--- config.mk ---
export PLATFORM = sky130hd
export DESIGN_NAME = julia_frame_scanner
export DESIGN_NICKNAME = d
export VERILOG_FILES = /design/src/rtl/julia_frame_scanner.sv
export SDC_FILE = /design/constraint.sdc
export NUM_CORES = 1
export LEC_CHECK = 0
export ABC_AREA = 1
export ABC_CLOCK_PERIOD_IN_PS = 2550
export BUFFER_PORTS_ARGS = -buffer_cell sky130_fd_sc_hd__buf_2
export CORE_UTILIZATION = 55
export DETAILED_ROUTE_END_ITERATION = 10
export PLACE_DENSITY = 0.83
export SYNTH_ARGS = -nofsm -noshare
export SYNTH_HDL_FRONTEND = slang
export SYNTH_SLANG_ARGS = --single-unit
--- constraint.sdc ---
create_clock -name clk -period 2.55 [get_ports clk]
set_input_delay 0.255 -clock clk [delete_from_list [all_inputs] [get_ports clk]]
set_output_delay 0.255 -clock clk [all_outputs]
set_load 0.02 [all_outputs]
--- src/rtl/julia_frame_scanner.sv ---
// Raster-order frame sequencer for the Julia iteration engine: loads each pixel's
// start coordinate, runs the engine (with a watchdog) and writes the colour out.
module julia_frame_scanner #(
  parameter int unsigned        H_RES   = 640,
  parameter int unsigned        V_RES   = 480,
  parameter int unsigned        ADDR_W  = 19,
  // Coordinates are Q8.24: -2.0 origin, 4.0-wide view split across the frame.
  parameter logic signed [31:0] X_START = -32'sd33554432,
  parameter logic signed [31:0] Y_START = -32'sd33554432,
  parameter logic signed [31:0] X_STEP  = 32'sd104858,
  parameter logic signed [31:0] Y_STEP  = 32'sd139810,
  parameter int unsigned        TIMEOUT = 65535
) (
  input  logic                     clk,
  input  logic                     reset,
  input  logic                     start,
  output logic                     calc_enable,
  output logic signed [31:0]       calc_x0,
  output logic signed [31:0]       calc_y0,
  input  logic                     calc_end,
  input  logic [15:0]              calc_color,
  output logic                     wr_en,
  output logic [ADDR_W-1:0]        wr_addr,
  output logic [15:0]              wr_data,
  input  logic                     wr_ready,
  output logic                     busy,
  output logic                     frame_done,
  output logic                     timeout_err
);

  localparam int XW = (H_RES > 1) ? $clog2(H_RES) : 1;
  localparam int YW = (V_RES > 1) ? $clog2(V_RES) : 1;
  localparam logic [XW-1:0] X_LAST  = XW'(H_RES - 1);
  localparam logic [YW-1:0] Y_LAST  = YW'(V_RES - 1);
  localparam logic [31:0]   WD_LAST = 32'(TIMEOUT - 1);

  typedef enum logic [2:0] {IDLE, LOAD, RUN, WRITE, DONE} state_t;

  state_t                state_q, state_d;
  logic [XW-1:0]         x_q, x_d;
  logic [YW-1:0]         y_q, y_d;
  logic                  load_cnt_q, load_cnt_d;
  logic [31:0]           wd_cnt_q, wd_cnt_d;
  logic                  calc_enable_q, calc_enable_d;
  logic signed [31:0]    calc_x0_q, calc_x0_d;
  logic signed [31:0]    calc_y0_q, calc_y0_d;
  logic                  wr_en_q, wr_en_d;
  logic [ADDR_W-1:0]     wr_addr_q, wr_addr_d;
  logic [15:0]           wr_data_q, wr_data_d;
  logic                  busy_q, busy_d;
  logic                  frame_done_q, frame_done_d;
  logic                  timeout_err_q, timeout_err_d;

  always_comb begin
    state_d       = state_q;
    x_d           = x_q;
    y_d           = y_q;
    load_cnt_d    = load_cnt_q;
    wd_cnt_d      = wd_cnt_q;
    calc_enable_d = calc_enable_q;
    calc_x0_d     = calc_x0_q;
    calc_y0_d     = calc_y0_q;
    wr_en_d       = wr_en_q;
    wr_addr_d     = wr_addr_q;
    wr_data_d     = wr_data_q;
    frame_done_d  = 1'b0;
    timeout_err_d = timeout_err_q;

    case (state_q)
      IDLE: begin
        x_d           = '0;
        y_d           = '0;
        wr_addr_d     = '0;
        calc_x0_d     = X_START;
        calc_y0_d     = Y_START;
        calc_enable_d = 1'b0;
        wr_en_d       = 1'b0;
        if (start) begin
          state_d       = LOAD;
          load_cnt_d    = 1'b0;
          timeout_err_d = 1'b0;
        end
      end
      LOAD: begin
        if (load_cnt_q) begin
          state_d       = RUN;
          calc_enable_d = 1'b1;
          wd_cnt_d      = '0;
        end else begin
          load_cnt_d = 1'b1;
        end
      end
      RUN: begin
        // A finishing engine takes priority over a watchdog expiring in the same cycle.
        if (calc_end) begin
          wr_data_d     = calc_color;
          calc_enable_d = 1'b0;
          wr_en_d       = 1'b1;
          state_d       = WRITE;
        end else if (wd_cnt_q == WD_LAST) begin
          wr_data_d     = 16'h0000;
          timeout_err_d = 1'b1;
          calc_enable_d = 1'b0;
          wr_en_d       = 1'b1;
          state_d       = WRITE;
        end else begin
          wd_cnt_d = wd_cnt_q + 32'd1;
        end
      end
      WRITE: begin
        if (wr_ready) begin
          wr_en_d = 1'b0;
          if (x_q == X_LAST && y_q == Y_LAST) begin
            state_d      = DONE;
            frame_done_d = 1'b1;
          end else begin
            state_d    = LOAD;
            load_cnt_d = 1'b0;
            wr_addr_d  = wr_addr_q + ADDR_W'(1);
            if (x_q == X_LAST) begin
              x_d       = '0;
              y_d       = y_q + YW'(1);
              calc_x0_d = X_START;
              calc_y0_d = calc_y0_q + Y_STEP;
            end else begin
              x_d       = x_q + XW'(1);
              calc_x0_d = calc_x0_q + X_STEP;
            end
          end
        end
      end
      DONE: begin
        state_d = IDLE;
      end
      default: begin
        state_d = IDLE;
      end
    endcase

    busy_d = (state_d != IDLE);
  end

  always_ff @(posedge clk) begin
    if (reset) begin
      state_q       <= IDLE;
      x_q           <= '0;
      y_q           <= '0;
      load_cnt_q    <= 1'b0;
      wd_cnt_q      <= '0;
      calc_enable_q <= 1'b0;
      calc_x0_q     <= X_START;
      calc_y0_q     <= Y_START;
      wr_en_q       <= 1'b0;
      wr_addr_q     <= '0;
      wr_data_q     <= '0;
      busy_q        <= 1'b0;
      frame_done_q  <= 1'b0;
      timeout_err_q <= 1'b0;
    end else begin
      state_q       <= state_d;
      x_q           <= x_d;
      y_q           <= y_d;
      load_cnt_q    <= load_cnt_d;
      wd_cnt_q      <= wd_cnt_d;
      calc_enable_q <= calc_enable_d;
      calc_x0_q     <= calc_x0_d;
      calc_y0_q     <= calc_y0_d;
      wr_en_q       <= wr_en_d;
      wr_addr_q     <= wr_addr_d;
      wr_data_q     <= wr_data_d;
      busy_q        <= busy_d;
      frame_done_q  <= frame_done_d;
      timeout_err_q <= timeout_err_d;
    end
  end

  assign calc_enable = calc_enable_q;
  assign calc_x0     = calc_x0_q;
  assign calc_y0     = calc_y0_q;
  assign wr_en       = wr_en_q;
  assign wr_addr     = wr_addr_q;
  assign wr_data     = wr_data_q;
  assign busy        = busy_q;
  assign frame_done  = frame_done_q;
  assign timeout_err = timeout_err_q;

endmodule

==> summary.md, run 1 <==
| Metric | Value |
|---|---|
| Routability congestion estimate | `0.944` |
| Clock sinks | `157` |
| Remaining DRCs | `0` |
| Antenna cells | `0` |
| Die area | `0.0172 sq mm` |
| Critical path class | `reg2reg` |
| Sum Neg Setup Slack | `0 ns` |
| Finish-stage setup viols | `0` |
| Most frequent cells in the layout | `473 x nand2_1, 268 x nor2_1, 157 x dfxtp_1` |
| Layout cells sized above 1 | `0.123` |
| First-pass GRT wire length | `38400 um` |
| CTS Root Cell | `clkbuf_16` |
| Drt pass-1 iters | `6` |
| Nets@finish | `1653` |
| Initial drt markers | `816` |
| Post-Place Setup Slack | `0.215 ns` |
| Clk_lat worst skew | `0.43 ns` |
| Power per cell area | `548 mW/mm^2` |
| CTS tree | `built` |
| Total track usage | `0.276` |
| Yosys reg bits | `157` |
| Die Width | `131 um` |
| Total grt overflow | `0` |
| Leakage power | `4.30 nW` |
| TritonCTS buffer count | `17` |
| Worst vdd ir | `0.553 mV` |
| Final Hold Fails | `0` |
| Area growth syn-to-layout | `14.6%` |
| Die Height | `131 um` |
| Syn_area_per_cell | `6.05 sq um` |
| Max-slew violations | `0` |
| R2r setup slk | `0.28 ns` |
| Initial antenna violation count | `0` |
| Vias in the first global route | `8514` |
| WL/cell | `12.6 um` |
| Hold_ws | `0.0698 ns` |
| HP Class | `in2reg` |
| WL final | `23300 um` |
| Final ANT Viol Nets | `0` |
| Via count | `9834` |
| Cts repair resizes | `0` |
| Depth of the CTS H-tree | `4` |
| Sequential share of the synthesized area | `0.343` |
| Final Cycle Share | `0.890` |
| CP max FO | `73` |
| RSZ-0062 raised after global routing | `no` |
| DR vias/cell | `5.30` |
| Synth Instances | `1514` |
| Max-Slew Margin vs Limit | `0.559` |
| Max cap viols | `0` |
| I/O pins | `125` |
| Core area | `0.0161 sq mm` |
| Worst EP required | `2.90 ns` |
| Post-DP HPWL | `16600 um` |
| Hold buffer count at cts | `0` |
| Worst EP arrival | `2.62 ns` |
| Setup bufs post-CTS | `0` |
| Warnings, synthesis | `0` |
| Clk slew on worst S/H paths | `0.07 ns` |
| Most common cell after layout, fill and taps aside | `nand2_1` |
| Slew @ Worst Pin | `0.661 ns` |
| IO Port Bufs | `122` |
| Layout Utilization | `0.654` |
| Post-synth cell types | `41` |
| Post-route clock skew | `0.0104 ns` |
| Setup ws final | `0.281 ns` |
| Placement Rows | `46` |
| Run status | `completed` |
| CTS Buffer Depth | `2` |
| CP Launch Type | `register` |
| Initial Util | `0.571` |
| Cell area after synthesis | `0.00917 sq mm` |
| Max Freq | `0.441 GHz` |
| Total power | `5.75 mW` |
| Final min period | `2.27 ns` |
| CP endpoint kind | `register` |
| Largest net degree at the start of global routing | `74` |
## through the flow
step,cell area (sq um),instances
2_1_floorplan,9170,1515
3_3_place_gp,9930,1822
3_5_place_dp,9930,1822
4_1_cts,10500,1854
5_1_grt,10500,1854
6_report,10500,1854
## synth_stat cells, drive strengths merged
cell / instances / area, sq um
xor2: 8 / 70.1
a31o: 1 / 8.76
nand2: 481 / 1840
dfxtp: 157 / 3140
clkbuf: 16 / 60.1
nand3b: 5 / 37.5
inv: 149 / 559
ha: 7 / 87.6
o21bai: 5 / 37.5
buf: 30 / 189
and2: 1 / 6.26
xnor2: 14 / 123
clkinv: 1 / 5.00
nor4b: 1 / 8.76
nand4: 34 / 213
nor2: 277 / 1090
o22ai: 2 / 12.5
conb: 1 / 3.75
nor3b: 2 / 20.0
a21boi: 2 / 15.0
nand3: 119 / 596
or2: 3 / 18.8
nor3: 37 / 220
a31oi: 2 / 12.5
o21ai: 36 / 180
a21oi: 121 / 606
nor4: 2 / 12.5
## cell families (layout without fill, tap and decap cells)
kind of cell | after synthesis | count (layout) | share of synthesized area
xor+xnor | 22 | 22 | 0.0210
other cells | 1 | 2 | 0.000409
simple gates | 962 | 962 | 0.442
fa+ha+maj | 7 | 7 | 0.00955
compound gates | 169 | 169 | 0.0951
flops | 157 | 157 | 0.343
buf+inv | 196 | 319 | 0.0887
## power by group
part / total (mW) / internal [mW] / switching (mW)
registers: 2.57 / 2.50 / 0.0609
logic: 0.700 / 0.193 / 0.506
clock network: 2.49 / 1.39 / 1.10
## critical path, stage by stage (launching register included)
cell	delay (ns)
dfxtp_1	0.40
ha_1	0.21
nand2_1	0.12
nor2_4	0.12
nand2_2	0.10
nor2_4	0.10
nand2_2	0.09
nand2_2	0.11
nand2_4	0.09
buf_12	0.21
inv_2	0.33
nand2_1	0.11
a21oi_1	0.18
## per-layer routing
| metal | wire [um] | share of wire | global-route usage |
|---|---|---|---|
| met1 | 10800 | 0.47 | 0.367 |
| met3 | 1570 | 0.067 | 0.0414 |
| met2 | 10600 | 0.45 | 0.459 |
| met5 | 0 | 0 | 0 |
| met4 | 310 | 0.013 | 0.0879 |
## sequential cells by signal, indices dropped and copies added, names as in the netlist, 3 cells and up
name and count:
calc_x0 31, y_q 9, wr_data 16, x_q 10, calc_y0 31, wd_cnt_q 32, wr_addr 19, state_q 3
## worst paths after layout
kind	start	to	depth (start not counted)
worst max-delay path	x_q[0]$_SDFFE_PP0P_	wr_addr[8]$_SDFFE_PP0P_	12
worst min-delay path	calc_color[3]	wr_data[3]$_SDFFE_PP0P_	3
worst max register to register	x_q[0]$_SDFFE_PP0P_	wr_addr[8]$_SDFFE_PP0P_	12
worst min register to register	wr_data[13]$_SDFFE_PP0P_	wr_data[13]$_SDFFE_PP0P_	2
## final cells by class
| type | count | area (sq um) |
|---|---|---|
| Inverter | 150 | 566 |
| Fill cell | 1488 | 5550 |
| Timing Repair Buffer | 137 | 736 |
| Sequential cell | 157 | 3140 |
| Multi-Input combinational cell | 1162 | 5220 |
| Clock buffer | 18 | 439 |
| Tap cell | 216 | 270 |
| Clock inverter | 14 | 136 |
No activity file was read; power rests on OpenSTA's default activity.
==> inputs of run 2 (changes only) <==
--- a/config.mk
+++ b/config.mk
@@ -8,9 +8,11 @@
 export ABC_AREA = 1
 export ABC_CLOCK_PERIOD_IN_PS = 2550
 export BUFFER_PORTS_ARGS = -buffer_cell sky130_fd_sc_hd__buf_2
-export CORE_UTILIZATION = 55
+export CELL_PAD_IN_SITES_DETAIL_PLACEMENT = 1
+export CELL_PAD_IN_SITES_GLOBAL_PLACEMENT = 1
+export CORE_UTILIZATION = 40
 export DETAILED_ROUTE_END_ITERATION = 10
-export PLACE_DENSITY = 0.83
+export PLACE_DENSITY = 0.86
 export SYNTH_ARGS = -nofsm -noshare
 export SYNTH_HDL_FRONTEND = slang
 export SYNTH_SLANG_ARGS = --single-unit
==> run 2 against run 1 <==
  * Core utilization is 19 points lower
  * Global-route usage fell by 2.3 points
  * Hold slack better by 0.0021 ns
  * Clock power increased by 3%
  * Power increased by 1.7%
  * Largest cell class unchanged
  * Setup slack worse by 0.014 ns
  * Largest power group unchanged
  * Clock skew rose by 0.0067 ns
==> summary.md, run 2 (synthesized netlist as in run 1, its figures left out) <==
| Metric | Value |
|---|---|
| Max Freq | `0.438 GHz (-0.61%)` |
| Hold_ws | `0.0718 ns (+0.00206 ns)` |
| Placement Rows | `55 (+20%)` |
| Clk_lat worst skew | `0.44 ns (about the same)` |
| Drt pass-1 iters | `5 (-1)` |
| Sum Neg Setup Slack | `0 ns (unchanged)` |
| Die Height | `153 um (+17%)` |
| HP Class | `in2reg` |
| Post-route clock skew | `0.0171 ns (+0.00673 ns)` |
| Remaining DRCs | `0 (unchanged)` |
| CP max FO | `45 (-38%)` |
| Initial Util | `0.406 (-0.165)` |
| Clock sinks | `157 (unchanged)` |
| Layout cells sized above 1 | `0.124 (+0.000535)` |
| Layout fillers | `3167 (+110%)` |
| Multi-input logic area | `0.00522 sq mm (unchanged)` |
| TritonCTS buffer count | `17 (unchanged)` |
| R2R depth | `14 (+2)` |
| Placed cells | `1892 (+3.8%)` |
| Crit path to | `calc_x0[22]$_SDFFE_PP0P_` |
| CTS Buffer Depth | `2 (unchanged)` |
| CTS Root Cell | `clkbuf_16` |
| Most frequent cells in the layout | `473 x nand2_1, 268 x nor2_1, 157 x dfxtp_1` |
| Cts repair resizes | `0 (unchanged)` |
| Worst EP arrival | `2.62 ns (about the same)` |
| Post-Place Setup Slack | `0.292 ns (+0.0771 ns)` |
| Routability congestion estimate | `0.905 (-4.1%)` |
| Die Width | `153 um (+17%)` |
| Die area | `0.0235 sq mm (+37%)` |
| CP Launch Type | `register` |
| Area growth syn-to-layout | `15.5%` |
| WL final | `29100 um (+25%)` |
| Total power | `5.85 mW (+1.7%)` |
| Clk slew on worst S/H paths | `0.07 ns (about the same)` |
| RSZ-0062 raised after global routing | `no` |
| Initial antenna violation count | `0 (unchanged)` |
| Total grt overflow | `0 (unchanged)` |
| Vias in the first global route | `10200 (+20%)` |
| Max cap viols | `0 (unchanged)` |
| Design area | `0.0106 sq mm (+0.74%)` |
| Final Cycle Share | `0.895 (+0.00541)` |
| Layout Utilization | `0.469 (-0.185)` |
| WL/cell | `15.1 um (+20%)` |
| Non-filler cells, final | `1924 (+3.8%)` |
| Run status | `completed` |
| Depth of the CTS H-tree | `4 (unchanged)` |
| Most common cell after layout, fill and taps aside | `nand2_1` |
| Max FFs per register | `32 (unchanged)` |
| Final ANT Viol Nets | `0 (unchanged)` |
| Worst vdd ir | `0.386 mV (-30%)` |
| Initial drt markers | `509 (-38%)` |
| Leakage power | `4.30 nW (about the same)` |
| Critical path startpoint | `x_q[0]$_SDFFE_PP0P_` |
| Slew @ Worst Pin | `0.611 ns (-0.0497 ns)` |
| Post-DP HPWL | `21200 um (+28%)` |
| Register area | `0.00314 sq mm (unchanged)` |
| DR vias/cell | `5.30 (about the same)` |
| Power per cell area | `553 mW/mm^2 (+0.92%)` |
| I/O pins | `125 (unchanged)` |
| Setup ws final | `0.268 ns (-0.0138 ns)` |
| Worst EP required | `2.89 ns (about the same)` |
| CTS tree | `built` |
| IO Port Bufs | `122 (unchanged)` |
| Setup bufs post-CTS | `0 (unchanged)` |
| R2r setup slk | `0.27 ns (about the same)` |
| Largest net degree at the start of global routing | `52 (-30%)` |
| R2R Path End | `calc_x0[22]$_SDFFE_PP0P_` |
| Critical path class | `reg2reg` |
| Core area | `0.0226 sq mm (+41%)` |
| Max-Slew Margin vs Limit | `0.588 (+0.0288)` |
| CP endpoint kind | `register` |
| Final min period | `2.28 ns (+0.0138 ns)` |
| Final Hold Fails | `0 (unchanged)` |
| Hold buffer count at cts | `0 (unchanged)` |
| Nets@finish | `1654 (+0.060%)` |
| Antenna cells | `0 (unchanged)` |
| Max-slew violations | `0 (unchanged)` |
| First-pass GRT wire length | `49100 um (+28%)` |
| DP Area | `0.0100 sq mm (+0.82%)` |
| Finish-stage setup viols | `0 (unchanged)` |
| Via count | `10200 (+3.7%)` |
| Largest register by flop count | `wd_cnt_q` |
| Crit Reg-Reg Startpoint | `x_q[0]$_SDFFE_PP0P_` |
| Total track usage | `0.253 (-0.0231)` |
==> run 2: area by class of cell <==
class                           count  area share
Clock buffer                       18      0.0415
Clock inverter                     14      0.0126
Inverter                          150      0.0533
Multi-Input combinational cell   1162       0.493
Sequential cell                   157       0.297
Tap cell                          285      0.0337
Timing Repair Buffer              138      0.0690
==> run 2: critical path, cell delays in order (launching register included) <==
cell and delay [ns]:
dfxtp_1 0.35, ha_1 0.24, nand2_1 0.14, nor2_4 0.06, nand2_2 0.12, nor2_4 0.05, nand2_2 0.09, nand2_2 0.09
nand2_4 0.09, buf_4 0.42, nand2_1 0.14, nor2_1 0.21, nand2_1 0.07, nand2_1 0.06, nor2_1 0.04
==> run 2: worst min path at each step <==
stage,from,endpoint,slack [ns],cells after the start
after detailed placement,wr_en$_SDFFE_PP0P_,wr_en$_SDFFE_PP0P_,0.45,2
final,calc_color[10],wr_data[10]$_SDFFE_PP0P_,0.07,3
after global routing,calc_color[11],wr_data[11]$_SDFFE_PP0P_,0.07,3
after global placement,wr_data[15]$_SDFFE_PP0P_,wr_data[15]$_SDFFE_PP0P_,0.44,2
after CTS,calc_color[10],wr_data[10]$_SDFFE_PP0P_,0.05,3
after floorplan,calc_color[10],wr_data[10]$_SDFFE_PP0P_,0.40,2
==> run 2: layer usage <==
metal | vias up | wire (um) | GRT usage
li1 | 5040 | - | -
met1 | 4952 | 13500 | 0.315
met2 | 169 | 14200 | 0.448
met3 | 40 | 895 | 0.0340
met4 | 0 | 553 | 0.0805
met5 | - | 0 | 0
==> run 2: where the power goes <==
part / switching, mW / total (mW) / internal (mW) / leakage (nW)
Sequential: 0.0656 / 2.57 / 2.50 / 1.27
Combinational: 0.535 / 0.723 / 0.188 / 2.76
Clock: 1.17 / 2.56 / 1.39 / 0.272
